--- config.mk ---
export PLATFORM = sky130hd
export DESIGN_NAME = result_manager
export DESIGN_NICKNAME = d
export VERILOG_FILES = /design/src/rtl/result_pkg.sv /design/src/rtl/reg_file32.sv /design/src/rtl/result_manager.sv
export SDC_FILE = /design/constraint.sdc
export NUM_CORES = 2
export LEC_CHECK = 0
export BUFFER_PORTS_ARGS = -buffer_cell sky130_fd_sc_hd__buf_2
export CAP_MARGIN = 20
export CORE_AREA = 2 2 485 487
export CTS_BUF_LIST = sky130_fd_sc_hd__clkbuf_8 sky130_fd_sc_hd__clkbuf_16
export CTS_CLUSTER_DIAMETER = 40
export DETAILED_ROUTE_END_ITERATION = 8
export DIE_AREA = 0 0 487 489
export GPL_TIMING_DRIVEN = 0
export MAX_ROUTING_LAYER = met4
export SLEW_MARGIN = 20
export SYNTH_ARGS = -nofsm -noshare
export SYNTH_HDL_FRONTEND = slang
export SYNTH_SLANG_ARGS = --single-unit
export TNS_END_PERCENT = 100
--- constraint.sdc ---
create_clock -name CLOCK_50 -period 8.7 [get_ports CLOCK_50]
set_input_delay 0.435 -clock CLOCK_50 [delete_from_list [all_inputs] [get_ports CLOCK_50]]
set_output_delay 0.435 -clock CLOCK_50 [all_outputs]
set_load 0.05 [all_outputs]
--- src/rtl/result_pkg.sv ---
// Shared commit-action encodings and writeback FSM states for the result stage.
package result_pkg;

  localparam logic [2:0] RES_NOP    = 3'b000;
  localparam logic [2:0] RES_ALU    = 3'b001;
  localparam logic [2:0] RES_J      = 3'b010;
  localparam logic [2:0] RES_JR     = 3'b011;
  localparam logic [2:0] RES_LW     = 3'b100;
  localparam logic [2:0] RES_SW     = 3'b101;
  localparam logic [2:0] RES_JAL    = 3'b110;
  localparam logic [2:0] RES_BRANCH = 3'b111;

  typedef enum logic [1:0] {
    IDLE = 2'd0,
    MEM  = 2'd1,
    HALT = 2'd2
  } state_t;

  // Word offsets arrive as 26-bit two's complement.
  function automatic logic [31:0] sext_off(input logic [25:0] off);
    return {{6{off[25]}}, off};
  endfunction

endpackage

--- src/rtl/reg_file32.sv ---
// 32x32 architectural register file: one synchronous write port, R0 hard-wired to zero.
module reg_file32 (
  input  logic        clk,
  input  logic        reset,
  input  logic        we,
  input  logic [4:0]  waddr,
  input  logic [31:0] wdata,
  output logic [31:0] regs [32]
);

  always_ff @(posedge clk) begin
    if (reset) begin
      for (int i = 0; i < 32; i++) regs[i] <= '0;
    end else if (we && (waddr != 5'd0)) begin
      regs[waddr] <= wdata;
    end
  end

endmodule

--- src/rtl/result_manager.sv ---
// Writeback / PC-update stage: commits one decoded instruction per handshake,
// owns the register file and program counter, and sequences data-memory accesses.
module result_manager
  import result_pkg::*;
#(
  parameter logic [31:0] RESET_PC = 32'd0,
  parameter logic [4:0]  LINK_REG = 5'd31
) (
  input  logic        CLOCK_50,
  input  logic        reset,
  input  logic        valid,
  output logic        ready,
  input  logic        exitCode,
  input  logic [2:0]  result_opcode,
  input  logic [4:0]  reg_d,
  input  logic [31:0] alu_result,
  input  logic        alu_flag,
  input  logic [25:0] pc_increment_jump,
  output logic        mem_req,
  output logic        mem_we,
  output logic [31:0] mem_addr,
  output logic [31:0] mem_wdata,
  input  logic        mem_ack,
  input  logic [31:0] mem_rdata,
  output logic [31:0] program_counter,
  output logic [31:0] R0,  R1,  R2,  R3,  R4,  R5,  R6,  R7,
  output logic [31:0] R8,  R9,  R10, R11, R12, R13, R14, R15,
  output logic [31:0] R16, R17, R18, R19, R20, R21, R22, R23,
  output logic [31:0] R24, R25, R26, R27, R28, R29, R30, R31,
  output logic        retire,
  output logic        halted,
  output logic [1:0]  state_dbg
);

  // Handshake: an instruction transfers on a rising edge where valid && ready.
  // ready is a pure function of state (high only in IDLE) and never depends on valid.
  state_t      state;
  logic [31:0] pc;
  logic [4:0]  mem_rd;
  logic [31:0] regs [32];
  logic        take;
  logic [31:0] off;
  logic [31:0] next_pc;
  logic        rf_we;
  logic [4:0]  rf_waddr;
  logic [31:0] rf_wdata;

  assign ready           = (state == IDLE);
  assign halted          = (state == HALT);
  assign state_dbg       = state;
  assign program_counter = pc;
  assign take            = valid && ready;
  assign off             = sext_off(pc_increment_jump);

  always_comb begin
    next_pc = pc + 32'd1;
    case (result_opcode)
      RES_J, RES_JAL: next_pc = pc + off;
      RES_JR:         next_pc = regs[reg_d];
      RES_BRANCH:     next_pc = alu_flag ? (pc + off) : (pc + 32'd1);
      default:        next_pc = pc + 32'd1;
    endcase
  end

  // Single write port shared by ALU results, JAL links and load returns.
  always_comb begin
    rf_we    = 1'b0;
    rf_waddr = reg_d;
    rf_wdata = alu_result;
    if (take && !exitCode) begin
      if (result_opcode == RES_ALU) begin
        rf_we = 1'b1;
      end else if (result_opcode == RES_JAL) begin
        rf_we    = 1'b1;
        rf_waddr = LINK_REG;
        rf_wdata = pc + 32'd1;
      end
    end else if ((state == MEM) && mem_ack && !mem_we) begin
      rf_we    = 1'b1;
      rf_waddr = mem_rd;
      rf_wdata = mem_rdata;
    end
  end

  reg_file32 u_rf (
    .clk   (CLOCK_50),
    .reset (reset),
    .we    (rf_we),
    .waddr (rf_waddr),
    .wdata (rf_wdata),
    .regs  (regs)
  );

  always_ff @(posedge CLOCK_50) begin
    if (reset) begin
      state     <= IDLE;
      pc        <= RESET_PC;
      mem_req   <= 1'b0;
      mem_we    <= 1'b0;
      mem_addr  <= '0;
      mem_wdata <= '0;
      mem_rd    <= '0;
      retire    <= 1'b0;
    end else begin
      retire <= 1'b0;
      case (state)
        IDLE: begin
          if (valid) begin
            if (exitCode) begin
              state  <= HALT;
              retire <= 1'b1;
            end else if ((result_opcode == RES_LW) || (result_opcode == RES_SW)) begin
              mem_req   <= 1'b1;
              mem_we    <= (result_opcode == RES_SW);
              mem_addr  <= alu_result;
              mem_wdata <= regs[reg_d];
              mem_rd    <= reg_d;
              state     <= MEM;
            end else begin
              pc     <= next_pc;
              retire <= 1'b1;
            end
          end
        end
        MEM: begin
          if (mem_ack) begin
            mem_req <= 1'b0;
            pc      <= pc + 32'd1;
            retire  <= 1'b1;
            state   <= IDLE;
          end
        end
        HALT: ;
        default: state <= IDLE;
      endcase
    end
  end

  assign R0  = regs[0];  assign R1  = regs[1];  assign R2  = regs[2];  assign R3  = regs[3];
  assign R4  = regs[4];  assign R5  = regs[5];  assign R6  = regs[6];  assign R7  = regs[7];
  assign R8  = regs[8];  assign R9  = regs[9];  assign R10 = regs[10]; assign R11 = regs[11];
  assign R12 = regs[12]; assign R13 = regs[13]; assign R14 = regs[14]; assign R15 = regs[15];
  assign R16 = regs[16]; assign R17 = regs[17]; assign R18 = regs[18]; assign R19 = regs[19];
  assign R20 = regs[20]; assign R21 = regs[21]; assign R22 = regs[22]; assign R23 = regs[23];
  assign R24 = regs[24]; assign R25 = regs[25]; assign R26 = regs[26]; assign R27 = regs[27];
  assign R28 = regs[28]; assign R29 = regs[29]; assign R30 = regs[30]; assign R31 = regs[31];

endmodule

Yosys cells after proc, flatten, opt, wreduce, memory -nomap -nowiden
Cells that the tools add are included.

storage, ports and cells
  flip-flop bits (word level) = 1130
  output and inout port bits = 1127
  logic and storage cells = 121

operators by class
  add/subtract/negate cells = 2
  magnitude comparators = 3
  equality and inequality tests = 15
  mux-type cells = 40
  bitwise operators = 4
  reductions and logical operators = 17

operator list
  kind                                                                          number
  1024-bit bitwise mux                                                          1
  32-bit two-way mux                                                            12
  32-bit binary-select mux with 5-bit select                                    1
  32-bit demux with 5-bit select                                                1
  32-bit case mux with 3 select lines                                           1
  32-bit case mux with 2 select lines                                           1
  32-bit by 1-bit adder with 32-bit output, second input constant               1
  32-bit adder                                                                  1
  5-bit two-way mux                                                             4
  3-bit equality test, second input constant                                    4
  6-bit >= comparator, second input constant                                    2
  1-bit two-way mux                                                             12
  5-bit inverter with 6-bit output                                              2
  5-bit AND reduction                                                           2
  2-bit two-way mux                                                             4
  2-bit != test, second input constant                                          4
  4-bit AND reduction                                                           2
  3-bit by 2-bit equality test with 1-bit output, second input constant         2
  1-bit logical AND                                                             6
  6-bit by 1-bit less-than comparator with 1-bit output, second input constant  1
  2-bit case mux with 3 select lines                                            1
  5-bit nonzero test                                                            1
  1-bit case mux with 2 select lines                                            2
  3-bit by 1-bit equality test with 1-bit output, second input constant         1
  other kinds (10)                                                              12

Longest topological paths before layout
  depth in word-level cells = 11
  mapped depth = 13
  depth with buffers taken out = 11

Hierarchy
From an unflattened synthesis, not the netlist that was laid out.

second synthesis, totals
  cells, all modules = 4804
  area, all modules = 53591.4 sq um

by module, submodules not included
  module          instances  cells an instance  area each (sq um)
  reg_file32      1          3432               38817.2
  result_manager  1          1372               14774.2

Least setup slack after synthesis
No wires, ideal clock.

  path kind = flip-flop to flip-flop
  start point = register pc[0] (netlist: program_counter[0])
  end point = register pc[28] (netlist: program_counter[28])
  setup time = 0.101 ns
  data arrival time = 3.386 ns
  setup slack = 5.213 ns
  cell stages (with the launch flop) = 12
  path buffers = 0
  period minus slack after synthesis = 3.487 ns
  path through = dfxtp_1 > ha_1 > inv_1 > fa_1 > nor2b_1 > o21bai_1 > a2111oi_0 > o211ai_1 > a2111oi_0 > o31ai_1 > xor2_1 > o41ai_1

between the ends
  cells in the longest elaborated chain, start to end = 7
  elaborated cells between the ends (all ways) = 9
  those cells by class = add/sub (2); mux (7)

ends and longest elaborated chain
  what                                                                      RTL line               source
  from (decl)                                                               result_manager.sv:38   logic [31:0] pc;
  from (signal assigned)                                                    result_manager.sv:120  pc <= next_pc;
  from (signal assigned)                                                    result_manager.sv:128  pc <= pc + 32'd1;
  32-bit by 1-bit adder with 32-bit output or 32-bit adder (tied branches)  -
  32-bit two-way mux                                                        result_manager.sv:60   RES_BRANCH: next_pc = alu_flag ? (pc + off) : (pc + 32'd1);
  32-bit case mux with 3 select lines                                       result_manager.sv:57   case (result_opcode)
  32-bit two-way mux                                                        result_manager.sv:112  end else if ((result_opcode == RES_LW) || (result_opcode == RES_SW)) begin
  32-bit two-way mux                                                        result_manager.sv:109  if (exitCode) begin
  32-bit two-way mux                                                        result_manager.sv:108  if (valid) begin
  32-bit case mux with 2 select lines (*)                                   result_manager.sv:106  case (state)

Every way passes the cells marked *; elsewhere a longest branch is shown, timed or not. The select of a mux whose other input is x is not followed.
A chain may end at the register's enable or synchronous reset.

Worst setup path after layout
  start point = register state[0] (netlist: state_dbg[0])
  end point = register u_rf.regs[395] (netlist bit)

between the ends
  cells in the longest elaborated chain, start to end = 11
  elaborated cells between the ends (all ways) = 21
  those cells by class = order compare (2); eq/ne (1); mux (9); bitwise (1); reduce/logical (8)

ends and longest elaborated chain
  what                                                                                                                RTL line               source
  from (decl)                                                                                                         result_manager.sv:37   state_t state;
  from (signal assigned)                                                                                              result_manager.sv:96   state <= IDLE;
  from (signal assigned)                                                                                              result_manager.sv:110  state <= HALT;
  from (signal assigned)                                                                                              result_manager.sv:118  state <= MEM;
  2-bit by 1-bit equality test with 1-bit output                                                                      result_manager.sv:78   end else if ((state == MEM) && mem_ack && !mem_we) begin
  1-bit logical AND (2 in a row)                                                                                      result_manager.sv:78
  5-bit two-way mux                                                                                                   result_manager.sv:78
  5-bit two-way mux                                                                                                   result_manager.sv:70   if (take && !exitCode) begin
  5-bit inverter with 6-bit output (not written as such)                                                              reg_file32.sv:15       regs[waddr] <= wdata;
  6-bit >= comparator (not written as such) or 6-bit by 1-bit less-than comparator with 1-bit output (tied branches)  reg_file32.sv:15
  1-bit logical AND (not written as such)                                                                             reg_file32.sv:15
  32-bit two-way mux (not written as such)                                                                            reg_file32.sv:15
  32-bit demux with 5-bit select                                                                                      reg_file32.sv:15
  1024-bit bitwise mux                                                                                                reg_file32.sv:15
  to (signal, indexed assignment)                                                                                     reg_file32.sv:15
  to (decl)                                                                                                           reg_file32.sv:8        output logic [31:0] regs [32]

Several ways; a longest one is shown, not always the timed one.

==> summary by stage <==
Run status
The run finished with clean final reports.

Detailed routing
In the routed layout, each cell is associated on average with a via count of 5.503. The wire length after detailed routing is 449200 um. The first-iteration detailed-routing DRC count is 6916. The routed layout has 53910 vias. The count of nets left with antenna violations once routing finished came out at 0.

The first detailed-routing pass ran for 5 iterations. The per-cell routed wire length is 45.86 um. For this run, design rule violations remaining after detail routing come to 0.

Synthesis
The cell taking the most area after synthesis is sky130_fd_sc_hd__dfxtp_1. After synthesis, the mean cell area works out to 9.957 um2. The netlist area before placement is 49240 um2. The fraction of registers with async set/reset is 0. The number of flops mapped to enable cells by yosys is 0.

Synthesis produced a netlist with a net count of 5082. Yosys printed 0 warnings. After synthesis, the netlist uses 70 different library cells. In the post-synthesis netlist, the biggest area contributors are sky130_fd_sc_hd__dfxtp_1 (46%), sky130_fd_sc_hd__a211oi_1 (15%), sky130_fd_sc_hd__mux4_2 (14%).

The most used flip-flop cell after synthesis is sky130_fd_sc_hd__dfxtp_1. After synthesis the netlist holds a flip-flop and latch count of 1130. The gate count after technology mapping is 4945. The post-synthesis sequential area ratio is 0.4594. The share of synthesized area in the top cell type comes to 0.4594.

Worst setup path
For the worst setup path, the data arrival time is 6460 ps. STA puts the critical path data required time at 9420 ps. The worst setup path is launched from a flip-flop.

The worst setup path is of the flip-flop to flip-flop kind. The critical path starts at state_dbg[0]. The worst flop-to-flop path startpoint is state_dbg[0]. Of all nets on the critical path, the largest fanout is 10. The worst setup path is captured at a flip-flop.

STA
Setup violations remaining at the end of the flow were counted as 0. In this run the tightest slew margin relative to its limit is 0.1449. Setup repair after global routing left no endpoint under its margin. At the pin with the least slew margin, the transition time is 1283 ps.

The final count of pins violating max slew was 0. The final critical-path share of the clock period is 0.6591. The worst-case setup margin in the final layout is 2966 ps. After layout, the minimum clock period comes to 5734 ps.

The aggregate negative setup slack is 0 ps. For this run, the top clock speed supported by timing is 174.4 MHz. On the final layout, the worst clock skew is 103.7 ps. The final hold violation count came to 0.

Pwr
The overall power consumption is 0.01596 W. Across the VDD grid, the largest voltage drop is 0.1913 mV. For this design the static power due to leakage is 26.99 nW.

The total power divided by cell area is 230.5 nW/um2.

Place
The count of port buffers added during placement is 1224. In this run the cell area measured after placement is 60590 um2. The number of placed instances, taps included is 9295.

The pre-CTS worst setup slack is 2445 ps. The post-DP HPWL is 379500 um. Routability-driven placement finished with a final weighted congestion of 1.048.

Die
For this design the top-level I/O count stands at 1231. The area of the placeable core is 233600 um2. The die is 487 um wide. The floorplan has 178 rows. The die covers 238100 um2. The y dimension of the die is 489 um.

The initial utilization of the core area, before any placement, comes to 0.2108.

Cells and area
The most common cell after layout, fill and taps aside is sky130_fd_sc_hd__buf_2. The finished cells cover 69230 um2. The share of layout cells above drive strength 1 is 0.3472. The area growth from synthesis to layout is 40.61%. At the end of the flow, the number of nets in the layout was 6639.

The count of cells in the finished layout, fillers not included, comes to 9796. In the layout the commonest cells are sky130_fd_sc_hd__buf_2 (1373), sky130_fd_sc_hd__dfxtp_1 (1130), sky130_fd_sc_hd__nor2_1 (1121).

CTS
TritonCTS created 225 clock buffers. The buffer levels on the longest clock path is 3. TritonCTS built the clock tree.

The number of H-tree levels is 4. The clock insertion delay at the later pin of the skew report is 920 ps. The buffer count from post-CTS setup fixing is 0. For this design, the sink count on the clock tree is 1130. After clock tree synthesis, the clock-pin slew on the worst setup and hold paths is 50 ps.

The tree is rooted in a sky130_fd_sc_hd__clkbuf_16.

Worst hold path
In this run the most critical hold path is launched from exitCode. The worst hold path belongs to the class input pin to flip-flop.

GRT
Entering global routing, the biggest net connects 20 pins. After global routing the overflow that remains totals 0. The number of antenna violations at the first check in global routing is 71.

The total routing usage reported by global routing is 0.3732. The global-route wire length before repair is 557300 um. The via count of the first global-routing pass is 50640.

Job
The total of max-cap violations is 0.
==> per-stage QoR <==
| stage | hold slack, ps | util |
|---|---|---|
| floorplan | 436.7 | - |
| global placement | 446.8 | 0.2534 |
| detailed placement | 444.0 | 0.2594 |
| CTS | 31.69 | 0.2957 |
| global route | 105.7 | 0.2962 |
| finish | 68.46 | 0.2963 |
==> synth_stat cells, types with 9 or more instances <==
master	instances
sky130_fd_sc_hd__dfxtp_1	1130
sky130_fd_sc_hd__nor2_1	1122
sky130_fd_sc_hd__a211oi_1	1003
sky130_fd_sc_hd__clkbuf_1	360
sky130_fd_sc_hd__mux4_2	304
sky130_fd_sc_hd__nand2_1	169
sky130_fd_sc_hd__buf_2	125
sky130_fd_sc_hd__a21oi_1	108
sky130_fd_sc_hd__mux2i_1	50
sky130_fd_sc_hd__buf_1	49
sky130_fd_sc_hd__nor2b_1	46
sky130_fd_sc_hd__nor3_1	39
sky130_fd_sc_hd__o21ai_0	39
sky130_fd_sc_hd__ha_1	32
sky130_fd_sc_hd__a221oi_1	31
sky130_fd_sc_hd__xnor2_1	30
sky130_fd_sc_hd__a211oi_2	28
sky130_fd_sc_hd__nand3_1	25
sky130_fd_sc_hd__xor2_1	22
sky130_fd_sc_hd__a21o_1	21
sky130_fd_sc_hd__inv_1	16
sky130_fd_sc_hd__nor2_4	16
sky130_fd_sc_hd__a22o_1	10
sky130_fd_sc_hd__buf_4	10
sky130_fd_sc_hd__nand2b_1	10
sky130_fd_sc_hd__o221ai_1	9
==> layer usage <==
layer  vias to the layer above  global-route usage  wire, um
met1                     27410              0.4308    168700
met4                         0              0.2276     33750
met2                      4015              0.5453    191000
li1                      21570                   -         -
met5                         -                   -         0
met3                       908              0.1426     55780
==> critical path, stage by stage, from the launching register on <==
cell and delay, ps:
sky130_fd_sc_hd__dfxtp_1 300, sky130_fd_sc_hd__buf_2 180, sky130_fd_sc_hd__or4b_4 570, sky130_fd_sc_hd__nor3_1 990
sky130_fd_sc_hd__nor2_1 500, sky130_fd_sc_hd__clkbuf_1 520, sky130_fd_sc_hd__a22o_1 370, sky130_fd_sc_hd__a21oi_1 980
sky130_fd_sc_hd__clkbuf_1 980, sky130_fd_sc_hd__a211oi_1 180
==> power by group <==
group	switching, W	internal, W	total [W]	leakage (nW)
sequential	0.0000458	0.00521	0.00526	9.11
clock	0.00346	0.00582	0.00927	3.96
combinational	0.00110	0.000323	0.00142	13.9
==> worst paths after layout <==
| kind | to | slack [ps] | cells past startpoint |
|---|---|---|---|
| worst min register to register | mem_addr[19] | 450 | 2 |
| worst max register to register | u_rf.regs[395] | 2970 | 9 |
| worst max-delay path | u_rf.regs[395] | 2970 | 9 |
| worst min-delay path | retire | 70 | 3 |
==> state kept, by name (all words and copies together) (netlist names) <==
name             flops
mem_addr            32
mem_rd               5
mem_req              1
mem_wdata           32
mem_we               1
program_counter     32
retire               1
state_dbg            2
u_rf.regs         1024
==> cells by family (layout without fill, tap and decap cells) <==
group	count (synthesis)	after routing	synth area share
AND/OR/NAND/NOR	1487	1487	0.1260
AO/OA/AOI/OAI	1322	1322	0.1995
flip-flops	1130	1130	0.4594
buffers and inverters	565	2319	0.04762
multiplexers	356	356	0.1497
XOR/XNOR	52	52	0.009250
adder cells (fa/ha/maj)	33	33	0.008538
other	0	37	0
==> timing repair <==
| action | 4_1_cts | 5_1_grt |
|---|---|---|
| hold buffers | 36 | 0 |
| gates resized for setup | 0 | 0 |
| hold endpoints to repair | 37 | 0 |
==> layout make-up <==
| cell class | count | area (um2) |
|---|---|---|
| flip-flops and latches | 1130 | 22620 |
| inverters | 17 | 63.81 |
| clock inverters | 167 | 2054 |
| diodes | 37 | 92.59 |
| fillers | 24550 | 164400 |
| multi-input cells | 3250 | 24530 |
| plain buffers | 548 | 2360 |
| clock buffers | 257 | 6071 |
| repair buffers | 1330 | 7616 |
| well taps | 3060 | 3829 |
No activity file was read; power rests on OpenSTA's default activity.
